[src/rtl/audio_pkg.sv]
`default_nettype none
// ============================================================================
// Module   : audio_pkg
// Purpose  : Shared sample format, recorder state encoding and mono conversion.
// Revision : 1.0
// ============================================================================
package audio_pkg;

    localparam int SAMPLE_W = 19;
    localparam int SHIFT    = 14;

    typedef enum logic [1:0] {
        IDLE   = 2'd0,
        ARMED  = 2'd1,
        RECORD = 2'd2,
        DONE   = 2'd3
    } rec_state_t;

    // Playback restores the stored sample with <<SHIFT, so this is its inverse.
    function automatic logic [SAMPLE_W-1:0] mono_to_sample(
        input logic [31:0] left,
        input logic [31:0] right,
        input int unsigned shift
    );
        logic signed [32:0] mix;
        logic signed [31:0] mono;
        mix  = $signed({left[31], left}) + $signed({right[31], right});
        mono = 32'(mix >>> 1);
        return SAMPLE_W'(mono >>> shift);
    endfunction

endpackage
`default_nettype wire

[src/rtl/audio_sample_conv.sv]
`default_nettype none
// ============================================================================
// Module   : audio_sample_conv
// Purpose  : Down-mix L/R to mono, scale to the stored sample width, magnitude.
// Revision : 1.0
// ============================================================================
module audio_sample_conv #(
    parameter int SAMPLE_W = 19,
    parameter int SHIFT    = 14
) (
    input  logic [31:0]         left,
    input  logic [31:0]         right,
    output logic [SAMPLE_W-1:0] sample,
    output logic [SAMPLE_W:0]   magnitude
);

    logic signed [32:0]     w_mix;
    logic signed [31:0]     w_mono;
    logic signed [SAMPLE_W:0] w_ext;

    assign w_mix  = $signed({left[31], left}) + $signed({right[31], right});
    assign w_mono = 32'(w_mix >>> 1);
    assign sample = SAMPLE_W'(w_mono >>> SHIFT);

    // One extra bit so the most-negative sample still has a representable magnitude.
    assign w_ext     = $signed({sample[SAMPLE_W-1], sample});
    assign magnitude = w_ext[SAMPLE_W] ? (SAMPLE_W+1)'(-w_ext) : w_ext;

endmodule
`default_nettype wire

[src/rtl/audio_recorder.sv]
`default_nettype none
// ============================================================================
// Module   : audio_recorder
// Purpose  : Drains the audio-in FIFO, triggers on level and records mono samples to RAM.
// Revision : 1.0
// ============================================================================
module audio_recorder #(
    parameter int                  SAMPLE_W    = 19,
    parameter int                  SHIFT       = 14,
    parameter int                  ADDR_W      = 16,
    parameter int                  MAX_SAMPLES = 50161,
    parameter int                  DECIM       = 1,
    parameter logic [SAMPLE_W-1:0] THRESH      = SAMPLE_W'(2048)
) (
    input  logic                CLOCK_50,
    input  logic                reset,
    input  logic                start,
    input  logic                stop,
    input  logic                audio_in_available,
    input  logic [31:0]         left_channel_audio_in,
    input  logic [31:0]         right_channel_audio_in,
    output logic                read_audio_in,
    output logic                wr_en,
    output logic [ADDR_W-1:0]   wr_addr,
    output logic [SAMPLE_W-1:0] wr_data,
    output logic                armed,
    output logic                busy,
    output logic                done,
    output logic [ADDR_W-1:0]   length
);

    import audio_pkg::*;

    localparam int                CNT_W     = (DECIM > 1) ? $clog2(DECIM) : 1;
    localparam logic [CNT_W-1:0]  CNT_LAST  = CNT_W'(DECIM - 1);
    localparam logic [ADDR_W-1:0] ADDR_LAST = ADDR_W'(MAX_SAMPLES - 1);

    rec_state_t          r_state;
    rec_state_t          w_state_nxt;
    logic [CNT_W-1:0]    r_decim_cnt;
    logic [ADDR_W-1:0]   r_ptr;
    logic [ADDR_W-1:0]   r_wr_addr;
    logic [ADDR_W-1:0]   r_length;
    logic [SAMPLE_W-1:0] r_wr_data;
    logic                r_wr_en;
    logic [SAMPLE_W-1:0] w_sample;
    logic [SAMPLE_W:0]   w_magnitude;
    logic                w_capture;
    logic                w_kept;
    logic                w_write;
    logic                w_arm;
    logic                w_clear_len;

    audio_sample_conv #(
        .SAMPLE_W (SAMPLE_W),
        .SHIFT    (SHIFT)
    ) u_conv (
        .left      (left_channel_audio_in),
        .right     (right_channel_audio_in),
        .sample    (w_sample),
        .magnitude (w_magnitude)
    );

    // The FIFO is drained in every state so it can never overflow.
    assign read_audio_in = audio_in_available;
    assign w_capture     = (r_state == ARMED) || (r_state == RECORD);
    assign w_kept        = audio_in_available && w_capture && (r_decim_cnt == '0);

    always_comb begin
        w_state_nxt = r_state;
        w_write     = 1'b0;
        w_arm       = 1'b0;
        w_clear_len = 1'b0;
        case (r_state)
            IDLE: begin
                if (start) begin
                    w_state_nxt = ARMED;
                    w_arm       = 1'b1;
                end
            end
            ARMED: begin
                if (stop) begin
                    w_state_nxt = DONE;
                    w_clear_len = 1'b1;
                end else if (w_kept && (w_magnitude >= {1'b0, THRESH})) begin
                    w_state_nxt = RECORD;
                    w_write     = 1'b1;
                end
            end
            RECORD: begin
                if (stop) begin
                    w_state_nxt = DONE;
                end else if (w_kept) begin
                    w_write = 1'b1;
                    if (r_ptr == ADDR_LAST) begin
                        w_state_nxt = DONE;
                    end
                end
            end
            DONE: begin
                if (start) begin
                    w_state_nxt = ARMED;
                    w_arm       = 1'b1;
                end
            end
            default: w_state_nxt = IDLE;
        endcase
    end

    always_ff @(posedge CLOCK_50) begin
        if (reset) begin
            r_state <= IDLE;
        end else begin
            r_state <= w_state_nxt;
        end
    end

    always_ff @(posedge CLOCK_50) begin
        if (reset) begin
            r_decim_cnt <= '0;
            r_ptr       <= '0;
            r_wr_addr   <= '0;
            r_wr_data   <= '0;
            r_wr_en     <= 1'b0;
            r_length    <= '0;
        end else begin
            r_wr_en <= w_write;
            if (w_arm) begin
                r_decim_cnt <= '0;
                r_ptr       <= '0;
                r_wr_addr   <= '0;
            end else begin
                if (audio_in_available && w_capture) begin
                    r_decim_cnt <= (r_decim_cnt == CNT_LAST) ? '0 : r_decim_cnt + 1'b1;
                end
                if (w_write) begin
                    r_wr_addr <= r_ptr;
                    r_wr_data <= w_sample;
                    r_ptr     <= r_ptr + 1'b1;
                end
            end
            // Length trails the write strobe, so a restart keeps the old value until data lands.
            if (w_clear_len) begin
                r_length <= '0;
            end else if (r_wr_en) begin
                r_length <= r_wr_addr + 1'b1;
            end
        end
    end

    assign wr_en   = r_wr_en;
    assign wr_addr = r_wr_addr;
    assign wr_data = r_wr_data;
    assign length  = r_length;
    assign armed   = (r_state == ARMED);
    assign busy    = (r_state == RECORD);
    assign done    = (r_state == DONE);

endmodule
`default_nettype wire

[config.mk]
export PLATFORM = sky130hd
export DESIGN_NAME = audio_recorder
export DESIGN_NICKNAME = d
export VERILOG_FILES = /design/src/rtl/audio_pkg.sv /design/src/rtl/audio_sample_conv.sv /design/src/rtl/audio_recorder.sv
export SDC_FILE = /design/constraint.sdc
export NUM_CORES = 1
export LEC_CHECK = 0
export BUFFER_PORTS_ARGS = -buffer_cell sky130_fd_sc_hd__buf_2
export CAP_MARGIN = 20
export CORE_MARGIN = 8
export CORE_UTILIZATION = 25
export DETAILED_ROUTE_END_ITERATION = 8
export SLEW_MARGIN = 5
export SYNTH_ARGS = -nofsm -noshare
export SYNTH_HDL_FRONTEND = slang
export SYNTH_HIERARCHICAL = 1
export SYNTH_SLANG_ARGS = --single-unit
[constraint.sdc]
create_clock -name CLOCK_50 -period 11.4 [get_ports CLOCK_50]
set_clock_uncertainty 0.1 [all_clocks]
set_input_delay 0 -clock CLOCK_50 [delete_from_list [all_inputs] [get_ports CLOCK_50]]
set_output_delay 0 -clock CLOCK_50 [all_outputs]
set_load 0.05 [all_outputs]
* After elaboration in Yosys (flattened, before gate mapping)
Index checks and enable logic that the tools add are counted.
** Storage, ports and cells
- Input bits :: 69
- Logic and storage cells :: 51
- Output and inout port bits :: 56
- Bits in registers :: 70
** Cells by class
- Equality and inequality tests :: 8
- Add/sub/neg operators :: 5
- Bitwise logic cells :: 2
- Muxes and demuxes :: 18
- Order comparisons :: 1
- Reductions and logical operators :: 10
** Operators with widths (number)
- 32-bit by 32-bit adder with 33-bit output :: 1
- 16-bit by 1-bit adder with 16-bit output, second input constant :: 2
- 20-bit by 12-bit greater-or-equal comparator with 1-bit output, second input constant :: 1
- 20-bit 2-to-1 mux :: 1
- 18-bit negator with 20-bit output :: 1
- 16-bit equality test, second input constant :: 1
- 2-bit 2-to-1 mux :: 6
- 1-bit 2-to-1 mux :: 9
- 3-bit by 2-bit != test with 1-bit output, second input constant :: 3
- 2-bit case mux with 3 select lines :: 1
- 2-bit OR reduction :: 3
- 2-bit equality test, second input constant :: 2
- 4-bit AND reduction :: 1
- 1-bit logical AND :: 3
- 2-bit by 1-bit equality test with 1-bit output, second input constant :: 1
- 2-bit zero test :: 1
- 2-bit by 1-bit != test with 1-bit output, second input constant :: 1
- 1-bit inverter :: 2
- 1-bit case mux with 2 select lines :: 1
- 2-bit AND reduction :: 1
- 1-bit adder, second input constant :: 1
- 1-bit logical OR :: 1

* Longest topological paths before layout
- Depth after elaboration :: 9
- Mapped depth :: 19
- Gate-level depth less buffers :: 16

* Modules after synthesis
The synthesis kept the hierarchy.
** By module, submodules not included
- audio_recorder :: area each 3065.4 um2, cells an instance 365, sequential area each 1401.3 um2, times used 1
- audio_sample_conv :: area each 1990.7 um2, cells an instance 284, sequential area each 0.0 um2, times used 1

* Least setup slack after synthesis
OpenSTA, ideal clock, no wires.
- Path type :: input port to flip-flop
- From :: input port left_channel_audio_in[5]
- To :: register r_wr_data[5], in the netlist wr_data[5]
- Data arrival time :: 3.551 ns
- Setup time :: 0.132 ns
- Path slack :: 7.617 ns
- Required time :: 11.168 ns
- Stages :: 18
- Cell sequence :: ha_1 > a21o_1 > a21o_1 > o31ai_4 > a211oi_2 > or2_1 > buf_6 > a311o_4 > nor4b_4 > a31oi_1 > xor2_1 > nor4_4 > nand4_2 > and2_1 > buf_6 > buf_6 > nand2_1 > a21oi_1
** On the way
- Cells in the longest elaborated chain, start to end :: 9
** RTL lines
- start: declaration :: line audio_recorder.sv:20 : input logic [31:0] left_channel_audio_in,
- 32-bit by 32-bit adder with 33-bit output :: line audio_sample_conv.sv:21 : assign w_mix = $signed({left[31], left}) + $signed({right[31], right});
- net w_sample[12] :: line audio_recorder.sv:46 : logic [SAMPLE_W-1:0] w_sample;
- 18-bit negator with 20-bit output :: line audio_sample_conv.sv:27 : assign magnitude = w_ext[SAMPLE_W] ? (SAMPLE_W+1)'(-w_ext) : w_ext;
- 20-bit 2-to-1 mux :: line audio_sample_conv.sv:27
- net w_magnitude[14] :: line audio_recorder.sv:47 : logic [SAMPLE_W:0] w_magnitude;
- 20-bit by 12-bit greater-or-equal comparator with 1-bit output :: line audio_recorder.sv:85 : end else if (w_kept && (w_magnitude >= {1'b0, THRESH})) begin
- 1-bit logical AND :: line audio_recorder.sv:85
- 1-bit 2-to-1 mux :: line audio_recorder.sv:85
- 1-bit 2-to-1 mux :: line audio_recorder.sv:82 : if (stop) begin
- 1-bit case mux with 2 select lines :: line audio_recorder.sv:74 : case (r_state)
- 2-bit AND reduction (no line)
- end signal: assignment :: line audio_recorder.sv:138 : r_wr_data <= w_sample;
- end: declaration :: line audio_recorder.sv:44 : logic [SAMPLE_W-1:0] r_wr_data;
The timed path passes the listed nets, and every way through them passes these cells.
A chain may end at the register's enable or synchronous reset.

* Final worst setup path
- From :: input port left_channel_audio_in[9]
- To :: register r_wr_data[2], in the netlist wr_data[2]
The elaborated chain is that of the path after synthesis.

==> results.md <==
- Min-delay src: reset
- Vias in the first global route: 4513
- Status: complete, no violations
- Setup_tns: 0 ns
- DR DRC count: 0
- Htree depth: 3
- Critical path fanouts, max: 19
- CP Class: in -> reg
- Synth-to-layout area growth: 22.8%
- Cts bufs inserted: 9
- Gr usage total: 10.9%
- Worst hold slack: 0.0316 ns
- Standard-cell rows: 51
- Clock-pin slew on the worst setup and hold paths: 0.06 ns
- Crit path capture type: flip-flop
- IO buf count: 124
- Vias/cell: 4.63
- Period utilization: 39.6%
- First-pass GRT wire length: 21.8 mm
- Worst-Margin Slew: slightly above 1 ns
- Slew margin rel.: 32.1%
- Clk buf depth: 2
- Tmin final: 4.51 ns
- DRT Wirelength: 13.5 mm
- I/O pins: 125
- Die Wd: 156 um
- Hold-fix buffers at CTS: 2
- FF-to-FF path depth: 8
- Clock Tree Root: clkbuf_16
- Worst setup SP type: input pin
- Mapped Avg Cell Area: 7.84 um^2
- Routed len/inst: 13.4 um
- Final Setup Violations: 0
- Post-cts resize count: 0
- Pwr Total: 0.856 mW
- Peak supply drop: 0.0622 mV
- Final-report max-slew violation count: 0
- Hold violation count in the final report: 0
- Die Height: 156 um
- Vias: 4662
- Antenna violations before repair: 0
- Final HPWL DP: 10.8 mm
- Final Core Density: 31.1%
- RR Endpoint: wr_data[2]$_SDFFE_PP0P_
- Worst skew pair latency: 0.33 ns
- Fmax: 222 MHz
- ANT cells: 0
- Pwr dens: approximately 140 nW/um^2
- Syn. warnings: 6
- Drt first pass iters: 4
- Worst min-delay path endpoint: wr_en$_SDFF_PP0_
- Synthesized cell area: 4920 um^2
- Max-cap viol count: 0
- HP Class: in -> reg
- Leak: ~2.5 nW
- Overflow after GRT: 0
- Largest net degree at the start of global routing: 38
- CTS Sinks: 70
- Initial DRC Count: 232
- RSZ-0062 raised after global routing: no
- Worst r2r src: r_state[0]$_SDFFE_PP0P_
- CTS tree: done
- Critical Path RT: about 11 ns
- Syn Inst Count: 627
- Hold path depth: 2
- Worst R2R Setup Slack: 8.76 ns
- Die area: around 24000 um^2
- Layout Nets: 844
- Gp weighted congestion: 0.876
- Core footprint: 19400 um^2
- Critical path arrival: 4.60 ns
- Share of cells above drive strength 1: about 22%
- Final ANT Viol Nets: 0
- Initial Utilization: roughly a quarter
- Post-CTS Setup Repair Bufs: 0
-- registers in the layout (all words and copies together) (netlist names) --
| name | flops |
|---|---|
| length | 16 |
| wr_en | 1 |
| wr_data | 19 |
| wr_addr | 16 |
| r_state | 2 |
| r_ptr | 16 |
-- cell type report --
cell class                      count  area (um^2)
Fill cell                        2180        13400
Multi-Input combinational cell    509         3260
Sequential cell                    70         1400
Timing Repair Buffer              127          648
Tap cell                          265          332
Clock buffer                       10          229
Clock inverter                      6         93.8
Inverter                           19         71.3
-- how the worst max path moves through the flow --
stage / from / end / cells after the start
floorplan: left_channel_audio_in[5] / wr_data[5]$_SDFFE_PP0P_ / 18
detailed placement: left_channel_audio_in[9] / wr_data[10]$_SDFFE_PP0P_ / 17
CTS: left_channel_audio_in[9] / wr_data[2]$_SDFFE_PP0P_ / 17
global route: left_channel_audio_in[9] / wr_data[13]$_SDFFE_PP0P_ / 17
finish: left_channel_audio_in[9] / wr_data[2]$_SDFFE_PP0P_ / 17
global placement: left_channel_audio_in[6] / wr_data[12]$_SDFFE_PP0P_ / 17
-- routing by layer --
| metal | share of wire [%] | track usage, % | vias to the layer above |
|---|---|---|---|
| li1 | - | - | 2447 |
| met1 | 47 | 13.9 | 2064 |
| met2 | 45 | 17.9 | 138 |
| met3 | 7.0 | 2.95 | 13 |
| met4 | 0.98 | 2.61 | 0 |
| met5 | 0 | 0 | - |
-- worst max-delay path: stages --
cell and delay [ns]:
buf_2 0.10, ha_1 0.35, a21oi_1 0.26, o21ai_0 0.17, a211oi_2 0.38, a211oi_2 0.13
or2_1 0.30, a311o_4 0.47, nor4b_4 0.35, a31oi_1 0.14, xor2_1 0.19, nor4_4 0.37
nand4_2 0.39, and2_1 0.52, buf_4 0.31, nand2_1 0.10, a21oi_1 0.06
-- placed cells by master, fill, tap and decap left out, types with 9 or more instances in the layout --
| cell type | n |
|---|---|
| ha_1 | 39 |
| xnor2_1 | 16 |
| o21ai_0 | 18 |
| nand2_1 | 103 |
| nand4_1 | 17 |
| and3_1 | 10 |
| nand3_1 | 23 |
| dfxtp_1 | 70 |
| a21o_1 | 9 |
| xor2_1 | 32 |
| a21oi_1 | 76 |
| clkbuf_16 | 9 |
| buf_2 | 124 |
| nor2_1 | 51 |
| nor3_1 | 12 |
| inv_1 | 17 |
-- through the flow --
step           std cells  setup slack (ns)  area [um^2]
6_report            1006              6.89         6040
3_3_place_gp         988              6.62         5700
4_1_cts             1006              6.89         6040
2_1_floorplan        628              7.62         4920
5_1_grt             1006              6.49         6040
3_5_place_dp         988              6.55         5700
-- power by group --
| group | internal [mW] | total (mW) | switching [mW] |
|---|---|---|---|
| clock network | 0.193 | 0.298 | 0.105 |
| logic | 0.0920 | 0.289 | 0.197 |
| registers | 0.258 | 0.268 | 0.00962 |
Power figures use the tool's default switching activity.
